### src/rtl/twos_dec_serial.sv
// twos_dec_serial: bit-serial two's-complement to sign-magnitude decoder.
// Accepts one WIDTH-bit word through a valid/ready handshake. It then walks
// the word LSB-first, one bit per clock, using copy-until-first-one-then-invert.
// The result is held until the consumer accepts it.
//
// Optional feature macro: TWOS_DEC_SAT_EN. When it is defined, the most-negative
// input saturates to 2^(WIDTH-1)-1 and sets out_sat.
//
// Ports:
//   clk, rst_n            rising-edge clock, synchronous active-low reset
//   in_valid/in_ready     input handshake; in_ready is high only in IDLE
//   in_data[WIDTH]        two's-complement operand
//   out_valid/out_ready   output handshake
//   out_sign              sign of the operand
//   out_mag[WIDTH]        unsigned magnitude
//   out_sat               most-negative input was saturated
module twos_dec_serial #(
   parameter int unsigned WIDTH = 5
) (
   input  logic             clk,
   input  logic             rst_n,
   input  logic             in_valid,
   output logic             in_ready,
   input  logic [WIDTH-1:0] in_data,
   output logic             out_valid,
   input  logic             out_ready,
   output logic             out_sign,
   output logic [WIDTH-1:0] out_mag,
   output logic             out_sat
);

   localparam int unsigned CW = (WIDTH > 2) ? $clog2(WIDTH) : 1;
   localparam logic [CW-1:0] LAST_CNT = CW'(WIDTH - 1);

   localparam logic [1:0] IDLE  = 2'd0;
   localparam logic [1:0] SHIFT = 2'd1;
   localparam logic [1:0] DONE  = 2'd2;

   logic [1:0]       state;
   logic [1:0]       state_n;
   logic [WIDTH-1:0] sreg;
   logic [CW-1:0]    cnt;
   logic             seen;
   logic             accept_c;
   logic             last_c;
   logic             mbit_c;

   // State register
   always_ff @(posedge clk) begin
      if (!rst_n) state <= IDLE;
      else        state <= state_n;
   end

   // Next-state and handshake strobes
   always_comb begin
      state_n  = state;
      accept_c = 1'b0;
      last_c   = 1'b0;
      case (state)
         IDLE: begin
            if (in_valid && in_ready) begin
               accept_c = 1'b1;
               state_n  = SHIFT;
            end
         end
         SHIFT: begin
            if (cnt == LAST_CNT) begin
               last_c  = 1'b1;
               state_n = DONE;
            end
         end
         DONE: begin
            if (out_valid && out_ready) state_n = IDLE;
         end
         default: state_n = IDLE;
      endcase
   end

   // For a negative word, copy bits up to and including the first one, then invert.
   assign mbit_c = out_sign ? (sreg[0] ^ seen) : sreg[0];

   // Datapath and registered outputs
   always_ff @(posedge clk) begin
      if (!rst_n) begin
         in_ready  <= 1'b1;
         out_valid <= 1'b0;
         out_sign  <= 1'b0;
         out_mag   <= '0;
         out_sat   <= 1'b0;
         sreg      <= '0;
         cnt       <= '0;
         seen      <= 1'b0;
      end else begin
         in_ready  <= (state_n == IDLE);
         out_valid <= (state_n == DONE);
         if (accept_c) begin
            sreg     <= in_data;
            out_sign <= in_data[WIDTH-1];
            cnt      <= '0;
            seen     <= 1'b0;
            out_sat  <= 1'b0;
         end else if (state == SHIFT) begin
            sreg    <= sreg >> 1;
            out_mag <= {mbit_c, out_mag[WIDTH-1:1]};
            seen    <= seen | sreg[0];
            cnt     <= cnt + CW'(1);
`ifdef TWOS_DEC_SAT_EN
            // Negative with no one below the sign bit: the most-negative word.
            if (last_c && out_sign && !seen) begin
               out_mag <= {1'b0, {(WIDTH-1){1'b1}}};
               out_sat <= 1'b1;
            end
`else
            out_sat <= 1'b0;
`endif
         end
      end
   end

endmodule

### config.mk
export PLATFORM = sky130hd
export DESIGN_NAME = twos_dec_serial
export DESIGN_NICKNAME = d
export VERILOG_FILES = /design/src/rtl/twos_dec_serial.sv
export SDC_FILE = /design/constraint.sdc
export NUM_CORES = 1
export LEC_CHECK = 0
export CORE_MARGIN = 2
export CORE_UTILIZATION = 30
export CTS_BUF_LIST = sky130_fd_sc_hd__clkbuf_16
export DETAILED_ROUTE_END_ITERATION = 8
export PLACE_DENSITY_LB_ADDON = 0.1
export SLEW_MARGIN = 20
export SYNTH_ARGS = -nofsm -noshare
export SYNTH_HDL_FRONTEND = slang
export SYNTH_SLANG_ARGS = --single-unit
### constraint.sdc
create_clock -name clk -period 2.8 [get_ports clk]
set_input_delay 0.56 -clock clk [delete_from_list [all_inputs] [get_ports clk]]
set_output_delay 0.56 -clock clk [all_outputs]
set_load 0.01 [all_outputs]
# == After elaboration in Yosys (flattened, before gate mapping) ==
# Cells that the tools add are included.
# op_classes
muxes,9
reduce_logical,7
bitwise_logic,4
addsub,1
eq_ne,4
# ops
op,count
$mux W5,2
$mux W2,3
$pmux W2 S3,1
$eq A2 B2 Y1 const B,2
$logic_not A2 Y1,2
$add A3 B1 Y3 const B,1
$eq A3 B3 Y1 const B,1
$mux W1,3
$eq A2 B1 Y1 const B,1
$logic_and A1 B1 Y1,2
$not A1 Y1,2
$reduce_and A2 Y1,1
$reduce_bool A2 Y1,1
$reduce_or A2 Y1,1
$or A1 B1 Y1,1
$xor A1 B1 Y1,1
# word_totals
output_inout_bits,9
elab_cells,33
ff_bits,19
in_bits,9

# == Depth between registers and ports, before layout ==
# Gate-level depths: netlist (run 1).
# depth
word_depth,5
mapped_depth,5
mapped_depth_nobuf,5

# == Worst setup path before layout (run 1) ==
# Ideal clock, no wire load.
# synth_path
path_type,input port to flip-flop
startpoint,in in_valid
endpoint,reg sreg[0]
path_stages,3
setup_ps,123
n_path_buf,0
setup_slack_ps,1636
required_ps,2677
arrival_ps,1041
path_cell_list,and4bb_2 -> a22oi_1 -> a21boi_1
# synth_via
elab_chain_len,4
word_cells_on_any_way,5
classes_between,mux (3); reduce/logical (2)
# synth_rtl
element,line,rtl
start: declaration,22,"input logic in_valid,"
$logic_and A1 B1 Y1 *,61,if (in_valid && in_ready) begin
$mux W1 *,61,
$mux W1 *,59,case (state)
$mux W5 or $reduce_bool A2 Y1 (tied branches),--,
end signal: assignment,97,sreg <= in_data;
end signal: assignment,103,sreg <= sreg >> 1;
end: declaration,41,logic [WIDTH-1:0] sreg;
# Every way passes the cells marked *; elsewhere a longest branch is shown, timed or not.
# A chain may end at the register's enable or synchronous reset.

# == Final worst setup path (run 1) ==
# layout_path
startpoint,reg out_sign
endpoint,out out_sign
# layout_lines
element,line,rtl
start: declaration,27,"output logic out_sign,"
start signal: assignment,98,out_sign <= in_data[WIDTH-1];
# No word-level cell between the ends.

==> results of run 1 <==
[worst min-delay path by stage]
stage | slack (ns) | startpoint | endpoint | cells after the start
floorplan | 0.43 | sreg[4] | sreg[3] | 2
global placement | 0.45 | sreg[4] | sreg[3] | 2
detailed placement | 0.45 | sreg[3] | sreg[2] | 2
CTS | 0.45 | sreg[3] | sreg[2] | 2
global route | 0.47 | sreg[3] | sreg[2] | 2
finish | 0.45 | out_mag[0] | out_mag[0] | 2
[worst reg2reg max path: stages, from the launching register on]
cell and delay (ns):
sky130_fd_sc_hd__dfxtp_1 0.37, sky130_fd_sc_hd__nand4bb_1 0.47, sky130_fd_sc_hd__o21ai_0 0.30, sky130_fd_sc_hd__a21oi_1 0.06
[layout make-up]
cell class                      instances  area (um2)  share of cell area
Clock buffer                            3        75.1              0.0703
Timing Repair Buffer                   16         160               0.150
Tap cell                               31        38.8              0.0363
Clock inverter                          1        3.75             0.00352
Multi-Input combinational cell         62         390               0.366
Sequential cell                        19         380               0.356
Inverter                                5        18.8              0.0176
[stage by stage]
step           hold WS [ns]  instances
2_1_floorplan         0.430         91
3_3_place_gp          0.445        133
3_5_place_dp          0.446        133
4_1_cts               0.455        137
5_1_grt               0.466        137
6_report              0.452        137
[flip-flops by register name, indices dropped and copies added, names as in the netlist]
register   count
state          2
sreg           5
cnt            3
in_ready       1
seen           1
out_mag        5
out_valid      1
out_sign       1
[routing by layer]
layer / wire [um] / GRT usage / vias up
li1: - / - / 336
met1: 801 / 0.137 / 302
met2: 735 / 0.173 / 11
met3: 54 / 0.0276 / 2
met4: 13 / 0.0612 / 0
met5: 0 / 0 / -
[cell families after synthesis]
| logic type | Yosys count | synth area share |
|---|---|---|
| xor+xnor | 2 | 0.0212 |
| simple gates | 31 | 0.192 |
| flops | 19 | 0.459 |
| other cells | 1 | 0.00453 |
| compound gates | 25 | 0.208 |
| buf+inv | 10 | 0.0695 |
| fa+ha+maj | 3 | 0.0453 |
[placed cells by master, fill, tap and decap left out, types with 2 or more instances in the layout]
cell type,synthesis,final
sky130_fd_sc_hd__a21boi_1,7,7
sky130_fd_sc_hd__o21ai_0,3,3
sky130_fd_sc_hd__nor2_1,4,4
sky130_fd_sc_hd__a21oi_1,7,7
sky130_fd_sc_hd__o21a_1,2,2
sky130_fd_sc_hd__a211oi_2,2,2
sky130_fd_sc_hd__inv_1,5,6
sky130_fd_sc_hd__clkdlybuf4s50_1,0,16
sky130_fd_sc_hd__dfxtp_1,19,19
sky130_fd_sc_hd__nand3_1,3,3
sky130_fd_sc_hd__clkbuf_16,0,3
sky130_fd_sc_hd__nand2_1,17,17
sky130_fd_sc_hd__ha_1,3,3
[report_power, final]
| group | internal (mW) | leakage (nW) | switching [mW] |
|---|---|---|---|
| combinational | 0.0423 | 0.198 | 0.0444 |
| clock | 0.190 | 0.0423 | 0.0971 |
| sequential | 0.288 | 0.155 | 0.0125 |
| total | 0.520 | 0.395 | 0.154 |
==> impl_results.rst, run 1 <==
.. list-table::
   :header-rows: 1

   * - Metric
     - Value
   * - Layout Skew
     - 0.00238 ns
   * - Cell class contributing the biggest share of worst-path delay
     - buffers and inverters
   * - Final-report setup violation count
     - 0
   * - Final core area utilization
     - 0.397
   * - Number of nets with antenna violations after routing
     - 0
   * - Pin count of the biggest net entering global routing
     - 17
   * - Setup repair after global routing missed its margin
     - no
   * - Fraction of final layout cells with drive strength greater than 1
     - 0.0755
   * - Drt total wl
     - 1.60 mm
   * - Number of port buffers
     - 16
   * - Number of violations of the max-capacitance limit
     - 0
   * - Ports placed on the boundary
     - 18
   * - Number of post-CTS setup repair buffers
     - 0
   * - Clock Sink Count
     - 19
   * - CTS-repair resized insts
     - 0
   * - Total number of H-tree levels
     - 1
   * - Fraction of registers with async set/reset
     - 0
   * - Cell types with the largest area share after synthesis
     - sky130_fd_sc_hd__dfxtp_1 46%, sky130_fd_sc_hd__nand2_1 7.7%, sky130_fd_sc_hd__a21boi_1 6.3%
   * - Bufs on Longest Clock Path
     - 2
   * - P&R area growth vs syn
     - 28.9%
   * - Number of register bits inferred by synthesis
     - 19
   * - Worst-Skew Late Latency
     - 0.25 ns
   * - Finished layout cell area
     - 0.00107 mm2
   * - Vias in the first global route
     - 605
   * - TritonCTS Buffers
     - 3
   * - Type of element launching the critical path
     - flip-flop
   * - Post-route setup TNS
     - 0 ns
   * - Total power draw
     - 0.673 mW
   * - Buf/Inv on CP
     - 1
   * - Number of distinct standard cells referenced by the synthesized netlist
     - 29
   * - Fraction of synthesized cell area taken by the top area cell type
     - 0.459
   * - Critical-path top delay cell
     - sky130_fd_sc_hd__clkdlybuf4s50_1
   * - Kind of end point of the critical path
     - output pin
   * - Measured slew at the worst slew-check pin
     - 0.576 ns
   * - Hold-fix buffers at CTS
     - 0
   * - Count of antenna diodes in the layout
     - 0
   * - Register-to-register path setup slack
     - 1.49 ns
   * - Normalized max-slew margin
     - 0.615
   * - Fraction of the cycle the final worst path needs
     - 0.620
   * - Total Nets Final
     - 119
   * - Std-Cell Rows
     - 19
   * - Post-placement setup slack
     - 0.877 ns
   * - Top cell types by occurrence after synthesis
     - 19 x sky130_fd_sc_hd__dfxtp_1, 17 x sky130_fd_sc_hd__nand2_1, 7 x sky130_fd_sc_hd__a21boi_1, 7 x sky130_fd_sc_hd__a21oi_1, 5 x sky130_fd_sc_hd__inv_1
   * - Launch instance of the worst register-to-register path
     - state[0]
   * - Maximum fanout encountered on the critical timing path
     - 4
   * - Antenna violations before repair
     - 0
   * - TritonCTS clock tree
     - built
   * - Synthesized instance count
     - 91
   * - Number of detailed-routing iterations run before antenna repair
     - 3
   * - Cell depth of the worst setup path
     - 1
   * - Routed vias
     - 651
   * - Overall Global Routing Usage
     - 0.110
   * - Clock edge transition at the registers on the reported setup and hold paths
     - 0.05 ns
   * - Per-cell via count in the routed design
     - 4.75
   * - Length in cells of the worst reg-to-reg path
     - 3
   * - VDD IR max
     - 284 uV
   * - Height of the die
     - 56.5 um
   * - Min Clock Period, post-route
     - 1.74 ns
   * - Worst r2r dst
     - sreg[3]
   * - Fillcell total
     - 290
   * - Synth area leader
     - sky130_fd_sc_hd__dfxtp_1
   * - Dpl cell area
     - 988 um2
   * - Dpl hpwl
     - 1.10 mm
   * - CP arrival
     - 1.18 ns
   * - Syn Std Cell Area
     - 828 um2
   * - Number of max-slew violations in the final report
     - 0
   * - Clock root cell
     - sky130_fd_sc_hd__clkbuf_16
   * - Die extent in x
     - 56.5 um
   * - DRC violations left
     - 0
   * - Class of the tightest hold or removal check
     - reg2reg
   * - Initial standard-cell utilization of the core
     - 0.308
   * - Number of nets produced by synthesis
     - 103
   * - Register area share after synthesis
     - 0.459
   * - Status
     - completed
   * - Grt ovf
     - 0
   * - Core region area
     - 0.00269 mm2
   * - Wirelength per Cell
     - 11.7 um
   * - Wire length of the first global-routing pass
     - 2.64 mm
   * - Worst Slack Setup Final
     - 1.06 ns
   * - Pleak
     - 0.395 nW
   * - Peak clock frequency supported by timing
     - 576 MHz
   * - Iteration-0 DRC Markers
     - 5
   * - Routability congestion estimate
     - 0.650
   * - Most frequent cell after synthesis
     - sky130_fd_sc_hd__dfxtp_1
   * - Die ar.
     - 0.00320 mm2
   * - Most used flip-flop cell after synthesis
     - sky130_fd_sc_hd__dfxtp_1
   * - Total power density per cell area
     - 631 mW/mm2
   * - Worst path cell trace
     - clkdlybuf4s50_1
   * - Average size of a mapped cell
     - 9.10 um2
   * - Hold Vio Cnt, Final
     - 0
   * - Slowest cell delay on critical path
     - 0.55 ns
   * - Worst Setup Path Type
     - reg2out
   * - Beginning of the critical path
     - out_sign
   * - Number of enable-type register cells in the synthesized netlist
     - 0
   * - Required time at the endpoint of the critical path
     - 2.24 ns
   * - Endpoint of the worst setup timing path
     - out_sign
   * - Count of warnings emitted by yosys
     - 0
(Power assumes the default switching activity.)
==> run 2, diff against run 1 <==
- clock period: 2.8 -> 1.49 ns (I/O delays scaled with it)
==> run 2 against run 1 <==
  * Wire length rose by 1.4%
  * Combinational power rose by 97%
  * Largest cell class unchanged
  * Global-route usage rose by 0.86 points
  * Worst hold slack got worse by 0.0022 ns
  * Non-clock buffer count rose by 3
  * Utilization rose by 0.79 points
  * Setup slack got worse by 1.0 ns
  * Critical path depth did not move
  * Sequential power rose by 88%
  * Sequential share of layout area fell by 0.70 points
  * First-iteration DRC count rose to 2.6 times the previous value
==> impl_results.rst, run 2 (synthesis gave the netlist of run 1 again) <==
.. list-table::
   :header-rows: 1

   * - Metric
     - Value
   * - Status
     - completed
   * - Post-route insts no fill
     - 140
   * - Clock Sink Count
     - 19
   * - Fraction of the cycle the final worst path needs
     - 0.971
   * - Clock edge transition at the registers on the reported setup and hold paths
     - 0.05 ns
   * - Dpl cell area
     - 0.00101 mm2
   * - Register-to-register path setup slack
     - 0.22 ns
   * - Peak clock frequency supported by timing
     - 691 MHz
   * - Clock root cell
     - sky130_fd_sc_hd__clkbuf_16
   * - Final-report setup violation count
     - 0
   * - Std-Cell Rows
     - 19
   * - Dpl hpwl
     - 1.15 mm
   * - Die extent in x
     - 56.5 um
   * - Total power density per cell area
     - 1170 mW/mm2
   * - Height of the die
     - 56.5 um
   * - Finished layout cell area
     - 0.00109 mm2
   * - Overall Global Routing Usage
     - 0.119
   * - Internal power
     - 0.982 mW
   * - Required time at the endpoint of the critical path
     - 1.19 ns
   * - CP arrival
     - 1.15 ns
   * - Worst path cell trace
     - clkdlybuf4s50_1
   * - Vias in the first global route
     - 661
   * - Number of max-slew violations in the final report
     - 0
   * - Min Clock Period, post-route
     - 1.45 ns
   * - Iteration-0 DRC Markers
     - 13
   * - Fraction of final layout cells with drive strength greater than 1
     - 0.101
   * - Ports placed on the boundary
     - 18
   * - Number of post-CTS setup repair buffers
     - 0
   * - Count of placed standard cells including taps
     - 136
   * - P&R area growth vs syn
     - 31.4%
   * - Critical-path top delay cell
     - sky130_fd_sc_hd__clkdlybuf4s50_1
   * - Share of total power in the clock network
     - 0.424
   * - Final core area utilization
     - 0.405
   * - Number of violations of the max-capacitance limit
     - 0
   * - Cell class contributing the biggest share of worst-path delay
     - buffers and inverters
   * - Hold Vio Cnt, Final
     - 0
   * - Number of nets with antenna violations after routing
     - 0
   * - Drt total wl
     - 1.63 mm
   * - Grt ovf
     - 0
   * - Wire length of the first global-routing pass
     - 2.93 mm
   * - Fillcell total
     - 286
   * - VDD IR max
     - 690 uV
   * - Switching share of power
     - 0.231
   * - Antenna violations before repair
     - 0
   * - Type of element launching the critical path
     - flip-flop
   * - Setup repair after global routing missed its margin
     - no
   * - Layout Skew
     - 0.00355 ns
   * - Core region area
     - 0.00269 mm2
   * - Number of port buffers
     - 16
   * - Logic gate share of total power
     - 0.134
   * - Highest-count cells in the layout ignoring fill and taps
     - 19 x sky130_fd_sc_hd__dfxtp_1, 17 x sky130_fd_sc_hd__nand2_1, 15 x sky130_fd_sc_hd__clkdlybuf4s50_1
   * - Flop pwr share
     - 0.442
   * - TritonCTS Buffers
     - 3
   * - Die ar.
     - 0.00320 mm2
   * - Class of the tightest hold or removal check
     - reg2reg
   * - Total number of H-tree levels
     - 1
   * - Kind of end point of the critical path
     - output pin
   * - Bufs on Longest Clock Path
     - 2
   * - Pin count of the biggest net entering global routing
     - 15
   * - Routability congestion estimate
     - 0.682
   * - Per-cell via count in the routed design
     - 4.66
   * - DRC violations left
     - 0
   * - Post-route setup TNS
     - 0 ns
   * - Leading registers by flop count
     - out_mag: 5 flops, sreg: 5 flops, cnt: 3 flops
   * - Initial standard-cell utilization of the core
     - 0.308
   * - Worst Setup Path Type
     - reg2out
   * - Count of antenna diodes in the layout
     - 0
   * - Net switching power
     - 0.294 mW
   * - Pleak
     - 0.414 nW
   * - Worst-Skew Late Latency
     - 0.25 ns
   * - Routed vias
     - 652
   * - Number of detailed-routing iterations run before antenna repair
     - 4
   * - Buf/Inv on CP
     - 1
   * - Wirelength per Cell
     - 11.6 um
   * - Slowest cell delay on critical path
     - 0.55 ns
   * - Maximum fanout encountered on the critical timing path
     - 3
   * - Most frequent standard cell in the layout excluding fill and tap cells
     - sky130_fd_sc_hd__dfxtp_1
   * - Fin Hold WS
     - 0.450 ns
   * - Total Nets Final
     - 122
   * - TritonCTS clock tree
     - built
-- run 2: cell count changes in the layout (fill, tap and decap cells not counted) --
| cell | previous run | this run |
|---|---|---|
| sky130_fd_sc_hd__buf_4 | 0 | 3 |
| sky130_fd_sc_hd__clkdlybuf4s50_1 | 16 | 15 |
| sky130_fd_sc_hd__dlygate4sd2_1 | 0 | 1 |
-- run 2: timing repair --
item	4_1_cts	5_1_grt
hold buffers	0	0
setup endpoints to repair	1	0
gates resized for setup	1	0
hold endpoints to repair	0	0
-- run 2: area by class of cell --
class                   instances  area, um2  area share
inverters                       5       18.8      0.0172
repair buffers                 19        181       0.167
clock inverters                 1       3.75     0.00345
multi-input cells              62        390       0.359
clock buffers                   3       75.1      0.0690
well taps                      31       38.8      0.0356
flip-flops and latches         19        380       0.349
-- run 2: power groups by stage --
stage          clock, mW  combinational (mW)  sequential (mW)
2_1_floorplan          0               0.116            0.574
3_3_place_gp           0               0.174            0.575
3_5_place_dp           0               0.175            0.575
4_1_cts            0.562               0.175            0.565
5_1_grt            0.582               0.194            0.570
6_report           0.541               0.171            0.565
-- run 2: worst paths after layout --
path / startpoint / to / cells past startpoint
worst max-delay path: out_mag[4] / out_mag[4] / 1
worst max register to register: state[1] / state[0] / 3
worst min register to register: out_mag[0] / out_mag[0] / 2
worst min-delay path: out_mag[0] / out_mag[0] / 2
-- run 2: per-stage QoR --
| step | setup WS (ns) | power [mW] |
|---|---|---|
| after detailed placement | 0.105 | 0.750 |
| after global placement | 0.118 | 0.749 |
| after CTS | 0.0333 | 1.30 |
| after floorplan | 0.450 | 0.689 |
| after global routing | 0.00855 | 1.35 |
| final | 0.0438 | 1.28 |
-- run 2: per-layer routing --
layer | global-route usage | part of all wire | vias up | wire length (um)
met5 | 0 | 0 | - | 0
met4 | 0.0510 | 0.0080 | 0 | 13
met3 | 0.0323 | 0.046 | 2 | 75
met2 | 0.176 | 0.44 | 11 | 715
met1 | 0.161 | 0.50 | 297 | 821
li1 | - | - | 342 | -
==> run 3, diff against run 2 <==
- CTS_BUF_LIST: sky130_fd_sc_hd__clkbuf_16 -> default
==> run 3 against run 2 <==
  * Sequential share of layout area rose by 2.2 points
  * Worst hold slack improved by 0.0060 ns
  * Non-clock buffer count stayed put
  * Setup slack gained 0.15 ns
  * Clock skew increased by 0.0033 ns
  * Critical endpoint is now state[0]
  * Critical path depth increased by 2
  * Final cell count did not move
==> impl_results.rst, run 3 (synthesis gave the netlist of run 1 again) <==
.. list-table::
   :header-rows: 1

   * - Metric
     - Value
   * - Number of detailed-routing iterations run before antenna repair
     - 4
   * - Logic gate share of total power
     - 0.168
   * - Wire length of the first global-routing pass
     - 2.95 mm
   * - Hold Vio Cnt, Final
     - 0
   * - Type of element launching the critical path
     - flip-flop
   * - Worst r2r dst
     - state[0]
   * - Number of nets with antenna violations after routing
     - 0
   * - TritonCTS Buffers
     - 3
   * - Share of total power in the clock network
     - 0.263
   * - Total Nets Final
     - 122
   * - Hold Crit Start
     - out_mag[0]
   * - Die extent in x
     - 56.5 um
   * - Per-cell via count in the routed design
     - 4.73
   * - Worst Setup Path Type
     - reg2reg
   * - Switching share of power
     - 0.269
   * - Status
     - completed
   * - Hold-fix buffers at CTS
     - 0
   * - Worst-Skew Late Latency
     - 0.30 ns
   * - Peak clock frequency supported by timing
     - 770 MHz
   * - Launch instance of the worst register-to-register path
     - state[1]
   * - Std-Cell Rows
     - 19
   * - Count of antenna diodes in the layout
     - 0
   * - Pin count of the biggest net entering global routing
     - 15
   * - Clock root cell
     - sky130_fd_sc_hd__clkbuf_4
   * - Setup repair after global routing missed its margin
     - no
   * - Iteration-0 DRC Markers
     - 13
   * - Number of port buffers
     - 16
   * - Number of violations of the max-capacitance limit
     - 0
   * - Min Clock Period, post-route
     - 1.30 ns
   * - Core region area
     - 0.00269 mm2
   * - Height of the die
     - 56.5 um
   * - DRC violations left
     - 0
   * - Clock Sink Count
     - 19
   * - Wirelength per Cell
     - 11.6 um
   * - Class of the tightest hold or removal check
     - reg2reg
   * - Length in cells of the worst reg-to-reg path
     - 3
   * - Pleak
     - 0.414 nW
   * - Fillcell total
     - 301
   * - Grt ovf
     - 0
   * - Net switching power
     - 0.267 mW
   * - Required time at the endpoint of the critical path
     - 1.69 ns
   * - End point of the most critical hold path
     - out_mag[0]
   * - Register-to-register path setup slack
     - 0.19 ns
   * - Routability congestion estimate
     - 0.682
   * - CTS-repair resized insts
     - 9
   * - VDD IR max
     - 460 uV
   * - Antenna violations before repair
     - 0
   * - Internal power
     - 0.725 mW
   * - Routed vias
     - 662
   * - Number of post-CTS setup repair buffers
     - 0
   * - Overall Global Routing Usage
     - 0.119
   * - Total number of H-tree levels
     - 1
   * - Dpl hpwl
     - 1.15 mm
   * - Post-route setup TNS
     - 0 ns
   * - P&R area growth vs syn
     - 24.2%
   * - Fin Hold WS
     - 0.456 ns
   * - Fraction of the cycle the final worst path needs
     - 0.871
   * - Highest-count cells in the layout ignoring fill and taps
     - 18 x sky130_fd_sc_hd__dfxtp_1, 17 x sky130_fd_sc_hd__nand2_1, 8 x sky130_fd_sc_hd__clkdlybuf4s50_1, 8 x sky130_fd_sc_hd__dlygate4sd2_1
   * - Drt total wl
     - 1.63 mm
   * - Worst Slack Setup Final
     - 0.192 ns
   * - CP arrival
     - 1.49 ns
   * - Leading registers by flop count
     - out_mag: 5 flops, sreg: 5 flops, cnt: 3 flops
   * - Ports placed on the boundary
     - 18
   * - Total power density per cell area
     - 964 mW/mm2
   * - Most frequent standard cell in the layout excluding fill and tap cells
     - sky130_fd_sc_hd__dfxtp_1
   * - Bufs on Longest Clock Path
     - 2
   * - Post-placement setup slack
     - 0.105 ns
   * - Flop pwr share
     - 0.569
   * - Clock edge transition at the registers on the reported setup and hold paths
     - 0.11 ns
   * - Total power draw
     - 0.992 mW
   * - Kind of end point of the critical path
     - flip-flop
   * - Maximum fanout encountered on the critical timing path
     - 11
   * - TritonCTS clock tree
     - built
   * - Number of max-slew violations in the final report
     - 0
   * - Final-report setup violation count
     - 0
   * - Fraction of final layout cells with drive strength greater than 1
     - 0.110
   * - Die ar.
     - 0.00320 mm2
   * - Number of cells on the worst hold path
     - 2
   * - Initial standard-cell utilization of the core
     - 0.308
   * - Layout Skew
     - 0.00684 ns
   * - Vias in the first global route
     - 667
## run 3: changes by cell type in the layout (fill, tap and decap cells not counted)
cell and delta:
sky130_fd_sc_hd__dlygate4sd2_1 +7, sky130_fd_sc_hd__clkdlybuf4s50_1 -7, sky130_fd_sc_hd__dfxtp_2 +1, sky130_fd_sc_hd__clkbuf_1 +1, sky130_fd_sc_hd__clkbuf_4 +3, sky130_fd_sc_hd__dfxtp_1 -1, sky130_fd_sc_hd__clkbuf_16 -3, sky130_fd_sc_hd__inv_1 -1
## run 3: final cells by class
class	instances	area, um2	area share
Timing Repair Buffer	19	173	0.168
Multi-Input combinational cell	62	390	0.380
Sequential cell	19	382	0.371
Inverter	5	18.8	0.0182
Tap cell	31	38.8	0.0377
Clock buffer	4	26.3	0.0255
## run 3: power groups by stage
stage          Combinational (mW)  Clock (mW)  Sequential, mW
2_1_floorplan               0.116           0           0.574
3_3_place_gp                0.174           0           0.575
3_5_place_dp                0.175           0           0.575
4_1_cts                     0.170       0.282           0.564
5_1_grt                     0.190       0.304           0.569
6_report                    0.167       0.261           0.564
## run 3: how the worst max path moves through the flow
stage	from	endpoint	slack, ns	cells past startpoint
2_1_floorplan	state[0]	sreg[0]	0.45	3
3_3_place_gp	in_valid	sreg[1]	0.12	5
3_5_place_dp	in_valid	sreg[0]	0.11	4
4_1_cts	state[1]	state[0]	0.19	3
5_1_grt	state[1]	state[0]	0.08	3
6_report	state[1]	state[0]	0.19	3
## run 3: through the flow
| stage | cell area, um2 | cells | utilization |
|---|---|---|---|
| floorplan | 828 | 91 | - |
| global route | 1030 | 140 | 0.383 |
| CTS | 1030 | 140 | 0.383 |
| detailed placement | 1010 | 136 | 0.376 |
| global placement | 1010 | 136 | 0.376 |
| finish | 1030 | 140 | 0.383 |
## run 3: critical path, cell delays in order (launching register included)
cell                       delay (ns)
sky130_fd_sc_hd__dfxtp_1         0.44
sky130_fd_sc_hd__nand2b_1        0.45
sky130_fd_sc_hd__nand2_1         0.14
sky130_fd_sc_hd__and3_1          0.18
## run 3: routing by layer
metal  part of all wire  track usage
met2               0.42        0.179
met1               0.52        0.163
met3              0.041       0.0207
met4              0.023       0.0612
met5                  0            0
